[src/rtl/serial_alu_pkg.sv]
// Shared types for the bit-serial ALU: opcode encoding, FSM states and opcode helpers.
package serial_alu_pkg;

  typedef enum logic [2:0] {
    OP_PASSB = 3'b000,
    OP_ADD   = 3'b010,
    OP_SUB   = 3'b011,
    OP_AND   = 3'b100,
    OP_OR    = 3'b101,
    OP_XOR   = 3'b110
  } alu_op_t;

  typedef enum logic [1:0] {
    S_IDLE,
    S_RUN,
    S_DONE
  } salu_state_t;

  // Only add/sub produce meaningful carry and overflow flags
  function automatic logic is_arith(input logic [2:0] sel);
    return (sel == OP_ADD) || (sel == OP_SUB);
  endfunction

endpackage

[src/rtl/serial_alu_if.sv]
// Request/response bundle between a sequencing controller and the serial ALU.
interface serial_alu_if #(
  parameter int unsigned WIDTH = 64
);
  logic             start;
  logic [WIDTH-1:0] A;
  logic [WIDTH-1:0] B;
  logic [2:0]       sel;
  logic             ready;
  logic             busy;
  logic             done;
  logic [WIDTH-1:0] result;
  logic             negative;
  logic             zero;
  logic             carry_out;
  logic             overflow;

  modport master (
    output start, A, B, sel,
    input  ready, busy, done, result, negative, zero, carry_out, overflow
  );

  modport slave (
    input  start, A, B, sel,
    output ready, busy, done, result, negative, zero, carry_out, overflow
  );
endinterface

[src/rtl/serial_alu_slice.sv]
// Combinational SLICE-bit ripple slice: add/sub/and/or/xor/passB on one operand chunk.
module serial_alu_slice
  import serial_alu_pkg::*;
#(
  parameter int unsigned SLICE = 8
) (
  output logic [SLICE-1:0] out,
  output logic             carryOut,
  output logic             msbCarryIn,
  input  logic [SLICE-1:0] A,
  input  logic [SLICE-1:0] B,
  input  logic [2:0]       sel,
  input  logic             carryIn
);

  always_comb begin : p_ripple
    logic [SLICE:0] c;
    logic           bb;
    c          = '0;
    bb         = 1'b0;
    out        = '0;
    c[0]       = carryIn;
    for (int i = 0; i < int'(SLICE); i++) begin
      // Subtraction adds the inverted B with the initial carry supplied by the caller
      bb = (sel == OP_SUB) ? ~B[i] : B[i];
      case (sel)
        OP_ADD, OP_SUB: begin
          out[i]   = A[i] ^ bb ^ c[i];
          c[i+1]   = (A[i] & bb) | (c[i] & (A[i] ^ bb));
        end
        OP_AND:   out[i] = A[i] & B[i];
        OP_OR:    out[i] = A[i] | B[i];
        OP_XOR:   out[i] = A[i] ^ B[i];
        OP_PASSB: out[i] = B[i];
        default:  out[i] = 1'b0;
      endcase
    end
    carryOut   = c[SLICE];
    msbCarryIn = c[SLICE-1];
  end

endmodule

[src/rtl/serial_alu.sv]
// Multi-cycle ALU: one shared SLICE-bit slice walks WIDTH-bit operands LSB-first,
// with a start/ready/done handshake and registered result plus N/Z/C/V flags.
module serial_alu
  import serial_alu_pkg::*;
#(
  parameter int unsigned WIDTH = 64,
  parameter int unsigned SLICE = 8
) (
  input  logic         clk,
  input  logic         reset,
  serial_alu_if.slave  bus
);

  localparam int unsigned NPASS = WIDTH / SLICE;
  localparam int unsigned CW    = (NPASS > 1) ? $clog2(NPASS) : 1;

  if ((WIDTH % SLICE) != 0) begin : g_bad_slice
    $error("serial_alu: WIDTH must be a multiple of SLICE");
  end

  salu_state_t      state_q, state_d;
  logic [CW-1:0]    cnt_q, cnt_d;
  logic [WIDTH-1:0] a_q, a_d, b_q, b_d, acc_q, acc_d, result_q, result_d;
  logic [2:0]       op_q, op_d;
  logic             carry_q, carry_d;
  logic             neg_q, neg_d, zero_q, zero_d, cout_q, cout_d, ovf_q, ovf_d;
  logic             ready_q, ready_d, busy_q, busy_d, done_q, done_d;

  logic [SLICE-1:0] s_out;
  logic             s_cout, s_msbcin;
  logic [WIDTH-1:0] s_ext;

  serial_alu_slice #(.SLICE(SLICE)) u_slice (
    .out        (s_out),
    .carryOut   (s_cout),
    .msbCarryIn (s_msbcin),
    .A          (a_q[SLICE-1:0]),
    .B          (b_q[SLICE-1:0]),
    .sel        (op_q),
    .carryIn    (carry_q)
  );

  // Slice output enters the accumulator from the top so the LSB chunk ends up lowest
  assign s_ext = WIDTH'(s_out) << (WIDTH - SLICE);

  always_comb begin
    state_d  = state_q;
    cnt_d    = cnt_q;
    a_d      = a_q;
    b_d      = b_q;
    op_d     = op_q;
    carry_d  = carry_q;
    acc_d    = acc_q;
    result_d = result_q;
    neg_d    = neg_q;
    zero_d   = zero_q;
    cout_d   = cout_q;
    ovf_d    = ovf_q;

    case (state_q)
      S_IDLE: begin
        if (bus.start) begin
          state_d = S_RUN;
          a_d     = bus.A;
          b_d     = bus.B;
          op_d    = bus.sel;
          cnt_d   = '0;
          carry_d = (bus.sel == OP_SUB);
        end
      end
      S_RUN: begin
        acc_d   = (acc_q >> SLICE) | s_ext;
        a_d     = a_q >> SLICE;
        b_d     = b_q >> SLICE;
        carry_d = s_cout;
        cnt_d   = cnt_q + CW'(1);
        if (cnt_q == CW'(NPASS - 1)) begin
          state_d  = S_DONE;
          cnt_d    = '0;
          result_d = acc_d;
          neg_d    = acc_d[WIDTH-1];
          zero_d   = (acc_d == '0);
          cout_d   = is_arith(op_q) & s_cout;
          ovf_d    = is_arith(op_q) & (s_cout ^ s_msbcin);
        end
      end
      S_DONE:  state_d = S_IDLE;
      default: state_d = S_IDLE;
    endcase

    ready_d = (state_d == S_IDLE);
    busy_d  = (state_d == S_RUN);
    done_d  = (state_d == S_DONE);
  end

  always_ff @(posedge clk or posedge reset) begin
    if (reset) begin
      state_q  <= S_IDLE;
      cnt_q    <= '0;
      a_q      <= '0;
      b_q      <= '0;
      op_q     <= '0;
      carry_q  <= 1'b0;
      acc_q    <= '0;
      result_q <= '0;
      neg_q    <= 1'b0;
      zero_q   <= 1'b0;
      cout_q   <= 1'b0;
      ovf_q    <= 1'b0;
      ready_q  <= 1'b1;
      busy_q   <= 1'b0;
      done_q   <= 1'b0;
    end else begin
      state_q  <= state_d;
      cnt_q    <= cnt_d;
      a_q      <= a_d;
      b_q      <= b_d;
      op_q     <= op_d;
      carry_q  <= carry_d;
      acc_q    <= acc_d;
      result_q <= result_d;
      neg_q    <= neg_d;
      zero_q   <= zero_d;
      cout_q   <= cout_d;
      ovf_q    <= ovf_d;
      ready_q  <= ready_d;
      busy_q   <= busy_d;
      done_q   <= done_d;
    end
  end

  assign bus.ready     = ready_q;
  assign bus.busy      = busy_q;
  assign bus.done      = done_q;
  assign bus.result    = result_q;
  assign bus.negative  = neg_q;
  assign bus.zero      = zero_q;
  assign bus.carry_out = cout_q;
  assign bus.overflow  = ovf_q;

endmodule

[src/flat_wrapper.sv]
// flat-port wrapper written by rule: the top's interface ports become plain ports
module serial_alu_flat import serial_alu_pkg::*;
#(
  parameter int unsigned WIDTH = 64,
  parameter int unsigned SLICE = 8
)
  (clk, reset, bus_start, bus_A, bus_B, bus_sel, bus_ready, bus_busy, bus_done, bus_result, bus_negative, bus_zero, bus_carry_out, bus_overflow);
  serial_alu_if #(.WIDTH(WIDTH)) bus_i ();
  input  logic clk;
  input  logic reset;
  input wire logic [$bits(bus_i.start)-1:0] bus_start;
  input wire logic [$bits(bus_i.A)-1:0] bus_A;
  input wire logic [$bits(bus_i.B)-1:0] bus_B;
  input wire logic [$bits(bus_i.sel)-1:0] bus_sel;
  output wire logic [$bits(bus_i.ready)-1:0] bus_ready;
  output wire logic [$bits(bus_i.busy)-1:0] bus_busy;
  output wire logic [$bits(bus_i.done)-1:0] bus_done;
  output wire logic [$bits(bus_i.result)-1:0] bus_result;
  output wire logic [$bits(bus_i.negative)-1:0] bus_negative;
  output wire logic [$bits(bus_i.zero)-1:0] bus_zero;
  output wire logic [$bits(bus_i.carry_out)-1:0] bus_carry_out;
  output wire logic [$bits(bus_i.overflow)-1:0] bus_overflow;
  assign bus_i.start = bus_start;
  assign bus_i.A = bus_A;
  assign bus_i.B = bus_B;
  assign bus_i.sel = bus_sel;
  assign bus_ready = bus_i.ready;
  assign bus_busy = bus_i.busy;
  assign bus_done = bus_i.done;
  assign bus_result = bus_i.result;
  assign bus_negative = bus_i.negative;
  assign bus_zero = bus_i.zero;
  assign bus_carry_out = bus_i.carry_out;
  assign bus_overflow = bus_i.overflow;
  serial_alu #(.WIDTH(WIDTH), .SLICE(SLICE)) u_core (.clk(clk), .reset(reset), .bus(bus_i));
endmodule
[config.mk]
export PLATFORM = sky130hd
export DESIGN_NAME = serial_alu_flat
export DESIGN_NICKNAME = d
export VERILOG_FILES = /design/src/rtl/serial_alu_pkg.sv /design/src/rtl/serial_alu_if.sv /design/src/rtl/serial_alu_slice.sv /design/src/rtl/serial_alu.sv /design/src/flat_wrapper.sv
export SDC_FILE = /design/constraint.sdc
export NUM_CORES = 1
export LEC_CHECK = 0
export BUFFER_PORTS_ARGS = -buffer_cell sky130_fd_sc_hd__buf_2
export CORE_MARGIN = 1
export CORE_UTILIZATION = 45
export CTS_BUF_LIST = sky130_fd_sc_hd__clkbuf_8
export DETAILED_ROUTE_END_ITERATION = 8
export HOLD_SLACK_MARGIN = 0.08
export PLACE_DENSITY = 0.64
export SLEW_MARGIN = 20
export SYNTH_ARGS = -nofsm -noshare
export SYNTH_HDL_FRONTEND = slang
export SYNTH_SLANG_ARGS = --single-unit
[constraint.sdc]
create_clock -name clk -period 9.85 [get_ports clk]
set_clock_uncertainty 0.05 [all_clocks]
set_input_delay 0.4925 -clock clk [delete_from_list [all_inputs] [get_ports clk]]
set_output_delay 0.4925 -clock clk [all_outputs]
set_load 0.02 [all_outputs]
# == Yosys cells after proc, flatten, opt, wreduce, memory -nomap -nowiden ==
# Index checks and enable logic that the tools add are counted.
# totals
inputBits,134
mem_bits_rw,0
latchBits,0
mem_bits_ro,0
ff_bits,272
elab_cells,149
out_inout_bits,71
n_memories,0
# classes
add_sub_neg,1
n_mul,0
shifts,0
order_cmp,0
n_eq_ne,11
reduce_logical,10
div_mod_pow,0
bitwise,76
n_mux,36
# ops
cell,n
$pmux 64 s2,2
$mux 64,2
$logic_not 64->1,1
$or 56x64->64,1
$pmux 1 s5,8
$and 1x1->1,26
$xor 1x1->1,25
$mux 1,17
$or 1x1->1,16
$eq 3x3->1 const B,4
$eq 3x2->1 const B,3
$not 1->1,8
$mux 3,2
$pmux 3 s2,1
$reduce_and 2->1,3
$eq 2x1->1 const B,2
$logic_not 2->1,2
$mux 2,2
$pmux 2 s2,1
$add 3x1->3 const B,1
$logic_not 3->1,1
$eq 2x2->1 const B,1
$ne 2x2->1 const B,1
$pmux 1 s2,1
3 further kinds,3

# == Longest topological paths before layout ==
# Gate-level depths: netlist of the first run.
# depth
depth_word,29
ltp_mapped,24
ltp_nobuf,23

# == Hierarchy ==
# A second synthesis of the first run with hierarchy kept.
# unflattened
hier_cells,1114
area_unflattened_um2,12105.4
# modules_own_cells
mod,instances,cells_per_inst,seq_area_each_um2,area_per_inst_um2
serial_alu,1,1005,6582.6,11192.0
serial_alu_slice,1,109,0.0,913.4

# == Worst setup path before layout of the first run ==
# OpenSTA, ideal clock, no wires.
# synth_path
path_kind,register to register
from,register u_core.op_q[1]
to,"register u_core.zero_q, in the netlist u_core.bus.zero"
arrival_time_ns,6.453
stages_incl_launch_ff,25
path_slack_ns,3.256
n_path_buf,1
setup_ns,0.092
path_cell_list,dfrtp_1 buf_6 inv_1 nor2_1 nand2_1 xnor2_1 fa_1 or2_2 fa_1 or2_2 fa_1 or2_2 fa_1 or2_2 fa_1 or2_2 fa_1 nor2_1 fa_1 nand2_1 fa_1 o32ai_1 a21oi_1 nand4_1 o31ai_2
# synth_via
elab_chain_len,28
# synth_rtl
element,line,text
from (decl),serial_alu.sv:24,"logic [2:0] op_q, op_d;"
from (signal assigned),serial_alu.sv:118,op_q <= op_d;
$eq 3x2->1,"serial_alu_slice.sv:25, serial_alu_slice.sv:26",
$mux 1,serial_alu_slice.sv:25,bb = (sel == OP_SUB) ? ~B[i] : B[i];
$xor 1x1->1,"serial_alu_slice.sv:28, serial_alu_slice.sv:29",
$and 1x1->1,serial_alu_slice.sv:29,c[i+1] = (A[i] & bb) | (c[i] & (A[i] ^ bb));
$or 1x1->1,serial_alu_slice.sv:29,
$mux 1,serial_alu_slice.sv:26,case (sel)
$and 1x1->1,serial_alu_slice.sv:29,
$or 1x1->1,serial_alu_slice.sv:29,
[12 not listed],n/a,
$mux 1,serial_alu_slice.sv:26,
$and 1x1->1,serial_alu_slice.sv:29,
$or 1x1->1,serial_alu_slice.sv:29,
$mux 1,serial_alu_slice.sv:26,
$xor 1x1->1,serial_alu_slice.sv:28,out[i] = A[i] ^ bb ^ c[i];
$pmux 1 s5,serial_alu_slice.sv:26,
$or 56x64->64 (*),serial_alu.sv:72,acc_d = (acc_q >> SLICE) | s_ext;
$logic_not 64->1 (*),serial_alu.sv:82,zero_d = (acc_d == '0);
to (signal assigned),serial_alu.sv:123,zero_q <= zero_d;
to (decl),serial_alu.sv:26,"logic neg_q, neg_d, zero_q, zero_d, cout_q, cout_d, ovf_q, ovf_d;"
# Mark *: on every way between the ends. The rest lies on a longest branch, timed or not.
# A chain may end at the register's enable or synchronous reset.

# == Worst setup path in the final report of the first run ==
# Same ends and word-level chain as after synthesis.

==> flow_summary_export.csv, run 1 <==
group,metric,value,unit
yosys,netlist.top_cell.by_area,"dfrtp_1",
yosys,synth.most_common_cell,"nand2_1",
route,antenna_left,0,
yosys,async_flop_share,1.00,
route,detail_route.wl_per_cell,16.2,µm
final_layout,area_growth,18.6,%
clock_network,cts_hold_buf,5,
yosys,ys_top_cells_by_count,"nand2_1, dfrtp_1, o21ai_0",
status,status,"finished, final reports clean",
floorplanning,dieArea,26600,µm²
power_and_ir_drop,power,4.52,mW
route,wirelength,26.5,mm
route,vias,8224,
sta,fmax,135,MHz
final_layout,final_net_count,1432,
clock_network,h-tree-depth,2,
yosys,synth_cell_types,43,
setup_path,crit_fanout,12,
clock_network,cts_root_buf,"clkbuf_8",
clock_network,clockBufferDepth,3,
power_and_ir_drop,powerDensity,327,nW/µm²
setup_path,startpoint_type,"flip-flop",
clock_network,clkSinkCount,263,
route,first_pass_iters,4,
flow_run,drv_cap,0,
power_and_ir_drop,p_leak,6.86,nW
floorplanning,start_util,0.460,
setup_path,required,10.24,ns
yosys,seq_area_frac_synth,0.565,
global_routing,antenna_found_initial,7,
route,initialDrtViolationCount,496,
global_routing,gr-total-overflow,0,
global_routing,grt_max_degree,122,
sta,holdWs,0.0688,ns
yosys,synth_nets,1233,
sta,fin_crit_sh,0.750,
sta,tightest_slew,0.941,ns
final_layout,drive_gt1_frac,0.263,
final_layout,stdcell_area,13800,µm²
clock_network,cts_tree,"yes",
sta,slew-limit-headroom,0.373,
yosys,syn_inst,1073,
setup_path,criticalPathCategory,"reg2reg",
clock_network,clkTransAtPathRegs,0.06,ns
yosys,avgSynthCellArea,10.9,µm²
place,hpwl,18.0,mm
global_routing,grt_pass1_wl,43.3,mm
route,drc,0,
clock_network,clk_latency,0.54,ns
sta,setup_viol,0,
yosys,yosys-top-cells-area,"dfrtp_1, mux2i_1, nand2_1, o21ai_0, mux2_2",
yosys,yosys_warnings,0,
yosys,synth-edff-count,0,
global_routing,grt_usage,0.207,
yosys,ys_ff_latch,263,
floorplanning,fp-row-count,58,
clock_network,cts_buffers,46,
floorplanning,chipHeight,163,µm
yosys,synth_top_area_frac,0.562,
sta,tns,0,ns
setup_path,critPathCaptureType,"flip-flop",
place,placement.cell_area,12900,µm²
floorplanning,io_pins,205,
hold_path,hold_class,"in2async",
place,place_congestion,0.797,
route,via_per_inst,5.02,
sta,rsz0062_at_grt,"no",
setup_path,crit_arrival,7.78,ns
place,io_buffers,204,
clock_network,cts_resized,0,
sta,hold_viol,0,
sta,drv_slew,0,
sta,min_period,7.39,ns
global_routing,grt_pass1_vias,8325,
clock_network,post_cts_buffers,0,
yosys,synthesis.area,11700,µm²
power_and_ir_drop,peakVddDrop,0.000159,V
floorplanning,die_w,163,µm
floorplanning,coreArea,25300,µm²
yosys,synthFlopType,"dfrtp_1",
critical path: stages (launching register included):
cell	delay [ns]
dfrtp_1	0.62
inv_1	0.15
nor2_1	0.22
nand2_1	0.33
xnor2_1	0.26
fa_1	0.42
or2_2	0.31
fa_1	0.40
or2_2	0.32
fa_1	0.38
or2_2	0.31
fa_1	0.39
or2_2	0.32
fa_1	0.38
or2_2	0.32
fa_1	0.40
nor2_1	0.17
fa_1	0.23
nand2_1	0.08
fa_1	0.51
o32ai_1	0.06
a21oi_1	0.27
nand4_1	0.17
o31ai_2	0.23
cells in the final DEF (no fill, tap or decap), drive strengths merged, types with 2 or more instances in the layout:
master and instances:
mux2 57, nand2 285, o2bb2ai 2, clkbuf 58
or2 5, a22o 22, o32ai 2, nand2b 4
fa 8, nor4 15, diode 3, inv 41
nand4 5, dlygate4sd3 5, ha 18, nor2b 2
clkinv 3, dfrtp 262, buf 214, xnor2 8
nor2 11, a21oi 9, a221oi 3, o21ai 131
o22ai 4, mux2i 116, o31ai 3
layout make-up:
cell class              count  area, µm²
diodes                      3       7.51
flip-flops and latches    263       6580
well taps                 330        413
inverters                  22       90.1
clock inverters            23       93.8
clock buffers              58        798
repair buffers            219       1150
fillers                  2262      11500
multi-input cells         720       4690
power by group:
part / internal [mW] / total, mW / switching (mW)
logic: 0.688 / 1.68 / 0.996
registers: 1.54 / 1.88 / 0.338
clock network: 0.526 / 0.958 / 0.432
state kept, by name (all words and copies together) (netlist names):
signal,count
u_core.bus.zero,1
u_core.bus.carry_out,1
u_core.bus.result,64
u_core.cnt_q,3
u_core.carry_q,1
u_core.bus.ready,1
u_core.acc_q,56
u_core.a_q,64
u_core.bus.busy,1
u_core.b_q,64
u_core.state_q,2
u_core.bus.done,1
u_core.bus.overflow,1
u_core.op_q,3
cells by family after synthesis:
logic type,count (synthesis),synth area share
compound gates,180,0.0894
xor+xnor,9,0.00676
fa+ha+maj,26,0.0331
buf+inv,90,0.0358
flops,263,0.565
mux,173,0.155
simple gates,332,0.116
stage by stage:
stage / std cells / util / setup WS [ns]
6_report: 1638 / 0.546 / 2.46
5_1_grt: 1637 / 0.546 / 1.91
4_1_cts: 1635 / 0.545 / 2.42
3_5_place_dp: 1549 / 0.508 / 2.46
3_3_place_gp: 1549 / 0.508 / 2.56
2_1_floorplan: 1073 / - / 2.07
worst paths after layout:
check                                from                    end  slack [ns]  cells past startpoint
max                        u_core.op_q[1]        u_core.bus.zero        2.46                     23
min                                 reset        u_core.bus.done        0.07                      2
max reg2reg                u_core.op_q[1]        u_core.bus.zero        2.46                     23
min reg2reg                u_core.b_q[26]         u_core.b_q[26]        0.42                      2
max in group asynchronous           reset  u_core.bus.result[22]        8.30                      3
min in group clk                bus_A[59]         u_core.a_q[59]        0.11                      2
per-layer routing:
layer	GRT usage	vias up	share of wire	wire length, µm
met1	0.266	3864	0.43	11400
met3	0.0649	50	0.078	2050
met4	0.0650	8	0.021	565
li1	-	4066	-	-
met2	0.332	236	0.47	12400
met5	0	-	0.0017	46
Power figures use the tool's default switching activity.
==> run 2, diff against run 1 <==
--- a/config.mk
+++ b/config.mk
@@ -11,7 +11,7 @@
 export CTS_BUF_LIST = sky130_fd_sc_hd__clkbuf_8
 export DETAILED_ROUTE_END_ITERATION = 8
 export HOLD_SLACK_MARGIN = 0.08
-export PLACE_DENSITY = 0.64
+export PLACE_DENSITY = 0.67
 export SLEW_MARGIN = 20
 export SYNTH_ARGS = -nofsm -noshare
 export SYNTH_HDL_FRONTEND = slang
==> constraint.sdc (replaced) <==
create_clock -name clk -period 6 [get_ports clk]
set_clock_uncertainty 0.05 [all_clocks]
set_input_delay 0.3 -clock clk [delete_from_list [all_inputs] [get_ports clk]]
set_output_delay 0.3 -clock clk [all_outputs]
set_load 0.02 [all_outputs]
==> run 2 against run 1 <==
- wire length grew 8.7%
- design area is 10% higher
- combinational power grew 78%
- first-iteration DRC count grew 9.7%
- sequential cell count did not move
- clock power grew 61%
- non-clock buffer count increased by 137
- power is 68% higher
- highest routed layer unchanged
- worst setup slack lost 2.2 ns
- critical path depth is 1 lower
==> flow_summary_export.csv, run 2 (synthesized netlist as in run 1, its figures left out) <==
group,metric,value,unit
clock_network,clkTransAtPathRegs,0.06,ns
route,first_pass_iters,4,
power_and_ir_drop,p_leak,7.44,nW
clock_network,cts_root_buf,"clkbuf_8",
setup_path,crit_path_cell_trace,"nor2_4, nand2_4, xnor2_2, fa_2, or2_4, fa_2, or2_4, fa_2, or2_4, fa_2, or2_4, fa_2, or2_4, fa_2, nor2_4, fa_2, nand2_2, fa_1, o32ai_1, a21oi_1, nand4_1, o31ai_2",
sta,setup_viol,0,
flow_run,drv_cap,0,
sta,fmax,173,MHz
final_layout,final_net_count,1567,
setup_path,critPathMaxStageDelay,0.50,ns
setup_path,ff2ff_path_depth,22,
power_and_ir_drop,combPwrFrac,0.394,
clock_network,cts_tree,"yes",
sta,drv_slew,0,
setup_path,crit_family,"adder cells",
global_routing,grt_max_degree,209,
setup_path,crit_start,"u_core.op_q[2]",
power_and_ir_drop,power,7.60,mW
global_routing,grt_pass1_vias,9189,
global_routing,antenna_found_initial,3,
route,wirelength,28.8,mm
floorplanning,dieArea,26600,µm²
power_and_ir_drop,seqPwrFrac,0.404,
route,antenna_left,0,
power_and_ir_drop,powerDensity,499,nW/µm²
power_and_ir_drop,power_switching,2.97,mW
floorplanning,chipHeight,163,µm
final_layout,layout_common_cells,"nand2_1, dfrtp_1, buf_2",
route,via_per_inst,4.99,
sta,hold_viol,0,
floorplanning,start_util,0.460,
sta,slew-limit-headroom,0.292,
setup_path,critPathBufInv,0,
setup_path,crit_arrival,6.18,ns
final_layout,drive_gt1_frac,0.253,
place,hpwl,17.8,mm
clock_network,clkSinkCount,263,
setup_path,timing.critical_path.to,"u_core.bus.zero",
sta,tightest_slew,1.06,ns
status,status,"finished, final reports clean",
final_layout,fill_cells,2076,
sta,fin_crit_sh,0.963,
setup_path,cpMostUsedCell,"fa_2",
setup_path,worst-path-stages,22,
setup_path,r2r_end,"u_core.bus.zero",
setup_path,crit_fanout,2,
power_and_ir_drop,peakVddDrop,0.000364,V
power_and_ir_drop,intPower,4.63,mW
setup_path,critPathCaptureType,"flip-flop",
power_and_ir_drop,swShare,0.391,
setup_path,criticalPathCategory,"reg2reg",
place,io_buffers,204,
clock_network,h-tree-depth,2,
floorplanning,coreArea,25300,µm²
setup_path,rrSetupSlack,0.22,ns
global_routing,gr-total-overflow,0,
global_routing,grt_usage,0.224,
setup_path,required,6.40,ns
global_routing,grt_pass1_wl,46.9,mm
floorplanning,io_pins,205,
setup_path,reg2reg_from,"u_core.op_q[2]",
route,detail_route.wl_per_cell,16.2,µm
place,placement.cell_area,13000,µm²
sta,min_period,5.78,ns
clock_network,clk_latency,0.54,ns
final_layout,area_growth,30.7,%
setup_path,startpoint_type,"flip-flop",
route,vias,8849,
route,drc,0,
setup_path,crit_slowest_cell,"fa_1",
power_and_ir_drop,clockPowerShare,0.202,
final_layout,stdcell_area,15200,µm²
place,place_congestion,0.802,
route,initialDrtViolationCount,544,
final_layout,layout_commonest_cell,"nand2_1",
floorplanning,die_w,163,µm
hold_path,hold_class,"in2reg",
clock_network,clockBufferDepth,3,
floorplanning,fp-row-count,58,
clock_network,cts_buffers,44,
run 2: cell count changes in the layout (fill, tap and decap cells not counted), sizes merged:
cell	delta
clkinvlp	+2
clkbuf	-2
buf	+10
dlygate4sd3	+127
inv	-2
run 2: area by class of cell:
cell class	count	area [µm²]	share of cell area
Antenna cell	3	7.51	0.000493
Clock buffer	56	771	0.0506
Clock inverter	23	97.6	0.00640
Inverter	22	86.3	0.00566
Multi-Input combinational cell	720	4750	0.312
Sequential cell	263	6580	0.432
Tap cell	330	413	0.0271
Timing Repair Buffer	356	2530	0.166
run 2: power groups by stage:
| stage | logic (mW) | clock network [mW] | registers (mW) |
|---|---|---|---|
| after floorplan | 1.97 | 0 | 3.15 |
| after global placement | 2.84 | 0 | 3.07 |
| after detailed placement | 2.92 | 0 | 3.10 |
| after CTS | 3.01 | 1.58 | 3.07 |
| after global routing | 3.35 | 1.66 | 3.17 |
| final | 2.99 | 1.54 | 3.07 |
run 2: worst min-delay path by stage:
stage	startpoint	to	slack [ns]	cells past startpoint
floorplan	bus_sel[0]	u_core.op_q[0]	0.37	2
global placement	reset	u_core.bus.result[1]	0.29	2
detailed placement	reset	u_core.bus.result[5]	0.30	2
CTS	bus_start	u_core.op_q[1]	0.17	3
global route	bus_start	u_core.op_q[1]	0.19	3
finish	bus_start	u_core.op_q[1]	0.20	3
run 2: metrics by stage:
stage	hold WS (ns)	TNS, ns	util	setup WS [ns]	instances
final	0.201	0	0.602	0.222	1773
after global routing	0.190	-0.0131	0.602	-0.0131	1772
after CTS	0.166	0	0.600	0.0114	1768
after detailed placement	0.295	-0.00361	0.513	-0.00361	1555
after global placement	0.288	0	0.513	0.0642	1555
after floorplan	0.367	0	-	0.00401	1073
run 2: routing by layer:
metal	global-route usage	vias up	share of wire
met5	0	-	0.00045
met4	0.0701	2	0.021
met3	0.0527	51	0.055
met2	0.383	238	0.50
met1	0.280	4225	0.42
li1	-	4333	-
run 2: timing repair:
action                                  4_1_cts  5_1_grt
hold endpoints to repair                    149        0
endpoints found under the setup margin        3        4
gates resized for setup                       2        6
hold buffers                                132        0
pin swaps                                     3        7
setup buffers                                 2        2
run 2: worst reg2reg max path, stage by stage, from the launching register on:
cell	delay, ns
dfrtp_1	0.41
nor2_4	0.16
nand2_4	0.07
xnor2_2	0.14
fa_2	0.35
or2_4	0.26
fa_2	0.35
or2_4	0.26
fa_2	0.33
or2_4	0.26
fa_2	0.35
or2_4	0.26
fa_2	0.34
or2_4	0.26
fa_2	0.37
nor2_4	0.11
fa_2	0.21
nand2_2	0.06
fa_1	0.50
o32ai_1	0.06
a21oi_1	0.19
nand4_1	0.12
o31ai_2	0.22
==> run 3, diff against run 2 <==
--- a/config.mk
+++ b/config.mk
@@ -6,6 +6,7 @@
 export NUM_CORES = 1
 export LEC_CHECK = 0
 export BUFFER_PORTS_ARGS = -buffer_cell sky130_fd_sc_hd__buf_2
+export CORE_ASPECT_RATIO = 0.7
 export CORE_MARGIN = 1
 export CORE_UTILIZATION = 45
 export CTS_BUF_LIST = sky130_fd_sc_hd__clkbuf_8
==> run 3 against run 2 <==
- sequential cell count did not move
- first-iteration DRC count is 1.5% higher
- sequential power hardly changed
- count of clock-buffer cells in the layout down 1
- critical path depth increased by 1
- die area about the same
- wire length increased by 5.4%
- sequential share of layout area barely moved
- fmax hardly changed
- power increased by 1.8%
- combinational power increased by 3%
- largest cell class unchanged
- largest power group unchanged
- highest routed layer is now met4
==> flow_summary_export.csv, run 3 (synthesized netlist as in run 1, its figures left out) <==
group,metric,value,unit
sta,setup_viol,0,
setup_path,crit_fanout,2,
final_layout,drive_gt1_frac,0.255,
setup_path,critPathCaptureType,"flip-flop",
floorplanning,die_w,194,µm
final_layout,layout_commonest_cell,"nand2_1",
final_layout,layout_common_cells,"nand2_1, dfrtp_1, buf_2",
power_and_ir_drop,p_leak,7.44,nW
clock_network,clkTransAtPathRegs,0.07,ns
floorplanning,io_pins,205,
place,io_buffers,204,
global_routing,grt_pass1_wl,48.8,mm
clock_network,h-tree-depth,2,
global_routing,grt_max_degree,228,
route,drc,0,
clock_network,cts_root_buf,"clkbuf_8",
floorplanning,start_util,0.465,
floorplanning,fp-row-count,48,
setup_path,r2r_end,"u_core.acc_q[63]",
power_and_ir_drop,seqPwrFrac,0.399,
setup_path,critPathMaxStageDelay,0.48,ns
global_routing,grt_pass1_vias,9088,
setup_path,startpoint_type,"flip-flop",
route,wirelength,30.3,mm
power_and_ir_drop,intPower,4.67,mW
place,hpwl,19.1,mm
setup_path,ff2ff_path_depth,23,
power_and_ir_drop,swShare,0.396,
global_routing,antenna_found_initial,1,
power_and_ir_drop,powerDensity,508,nW/µm²
clock_network,cts_tree,"yes",
place,placement.cell_area,13000,µm²
place,place_congestion,0.805,
clock_network,clockBufferDepth,3,
sta,tightest_slew,0.870,ns
setup_path,rrSetupSlack,0.23,ns
route,vias,8974,
route,detail_route.wl_per_cell,17.2,µm
floorplanning,dieArea,26600,µm²
final_layout,area_growth,30.6,%
route,first_pass_iters,4,
hold_path,hold_start,"bus_A[0]",
sta,min_period,5.77,ns
global_routing,grt_usage,0.234,
status,status,"finished, final reports clean",
power_and_ir_drop,combPwrFrac,0.398,
power_and_ir_drop,power_switching,3.06,mW
setup_path,required,6.34,ns
setup_path,crit_arrival,6.11,ns
setup_path,reg2reg_from,"u_core.op_q[2]",
final_layout,final_net_count,1566,
final_layout,stdcell_area,15200,µm²
clock_network,cts_buffers,42,
power_and_ir_drop,power,7.74,mW
route,antenna_left,0,
sta,holdWs,0.134,ns
hold_path,hold_path_depth,3,
hold_path,hold_class,"in2reg",
setup_path,crit_path_cell_trace,"nor2_4, nand2_4, xnor2_2, fa_2, or2_4, fa_2, or2_4, fa_1, or2_4, fa_2, or2_4, fa_2, or2_4, fa_2, nor2_4, fa_2, nand2_2, fa_1, o32ai_1, a21oi_1, buf_4, buf_4, o21ai_0",
power_and_ir_drop,peakVddDrop,0.000340,V
sta,rsz0062_at_grt,"no",
floorplanning,coreArea,25000,µm²
sta,slew-limit-headroom,0.420,
setup_path,criticalPathCategory,"reg2reg",
flow_run,drv_cap,0,
sta,tns,0,ns
clock_network,clkSinkCount,263,
sta,drv_slew,0,
setup_path,crit_slowest_cell,"fa_1",
route,initialDrtViolationCount,552,
sta,fmax,173,MHz
global_routing,gr-total-overflow,0,
hold_path,worstHoldEndpoint,"u_core.a_q[0]",
clock_network,clk_latency,0.55,ns
route,via_per_inst,5.09,
sta,hold_viol,0,
setup_path,cpMostUsedCell,"fa_2",
floorplanning,chipHeight,137,µm
power_and_ir_drop,clockPowerShare,0.203,
sta,fin_crit_sh,0.962,
[run 3: changes by cell type in the layout (fill, tap and decap cells not counted), moves of 2 or more]
cell	change
inv_1	-3
diode_2	-2
dlygate4sd3_1	-3
buf_4	+4
[run 3: worst max-delay path by stage]
stage / startpoint / to / depth (start not counted)
2_1_floorplan: u_core.op_q[2] / u_core.bus.zero / 23
3_3_place_gp: u_core.op_q[2] / u_core.bus.zero / 22
3_5_place_dp: u_core.op_q[2] / u_core.bus.zero / 22
4_1_cts: u_core.op_q[1] / u_core.bus.zero / 23
5_1_grt: u_core.op_q[2] / u_core.bus.zero / 22
6_report: u_core.op_q[2] / u_core.acc_q[63] / 23
[run 3: cell type report]
cell class                      instances  area, µm²
Antenna cell                            1       2.50
Clock buffer                           55        757
Clock inverter                         20        109
Fill cell                            2087       9820
Inverter                               22       86.3
Multi-Input combinational cell        720       4750
Sequential cell                       263       6580
Tap cell                              325        407
Timing Repair Buffer                  357       2530
[run 3: through the flow]
step	setup WS, ns	util	std cells
3_5_place_dp	-0.0665	0.519	1552
5_1_grt	0.00979	0.608	1763
6_report	0.226	0.608	1763
3_3_place_gp	-0.0168	0.519	1552
4_1_cts	0.0231	0.607	1760
2_1_floorplan	0.00401	-	1073
[run 3: power groups by stage]
stage | clock [mW] | combinational, mW | sequential (mW)
global placement | 0 | 2.90 | 3.07
CTS | 1.62 | 3.08 | 3.07
finish | 1.57 | 3.08 | 3.09
global route | 1.69 | 3.44 | 3.18
detailed placement | 0 | 2.96 | 3.10
floorplan | 0 | 1.97 | 3.15
[run 3: per-layer routing]
metal / GRT usage / vias up / wire [µm]
li1: - / 4322 / -
met1: 0.340 / 4398 / 14800
met2: 0.352 / 206 / 13300
met3: 0.0527 / 48 / 1660
met4: 0.0622 / 0 / 510
met5: 0 / - / 0
[run 3: what timing repair did]
action	CTS	global route
endpoints found under the setup margin	3	3
hold buffers	129	0
pin swaps	6	12
resized for setup	6	2
setup buffers	4	3
hold endpoints to repair	140	0
[run 3: critical path, delay by kind of cell (launching register included)]
family	cells	cell delay (ns)
DFF	1	0.41
xor gates and xnor gates	1	0.13
adders and majority gates	8	2.83
and+or+nand+nor	9	1.62
AOI/OAI and AO/OA	3	0.35
buffers and inverters	2	0.24
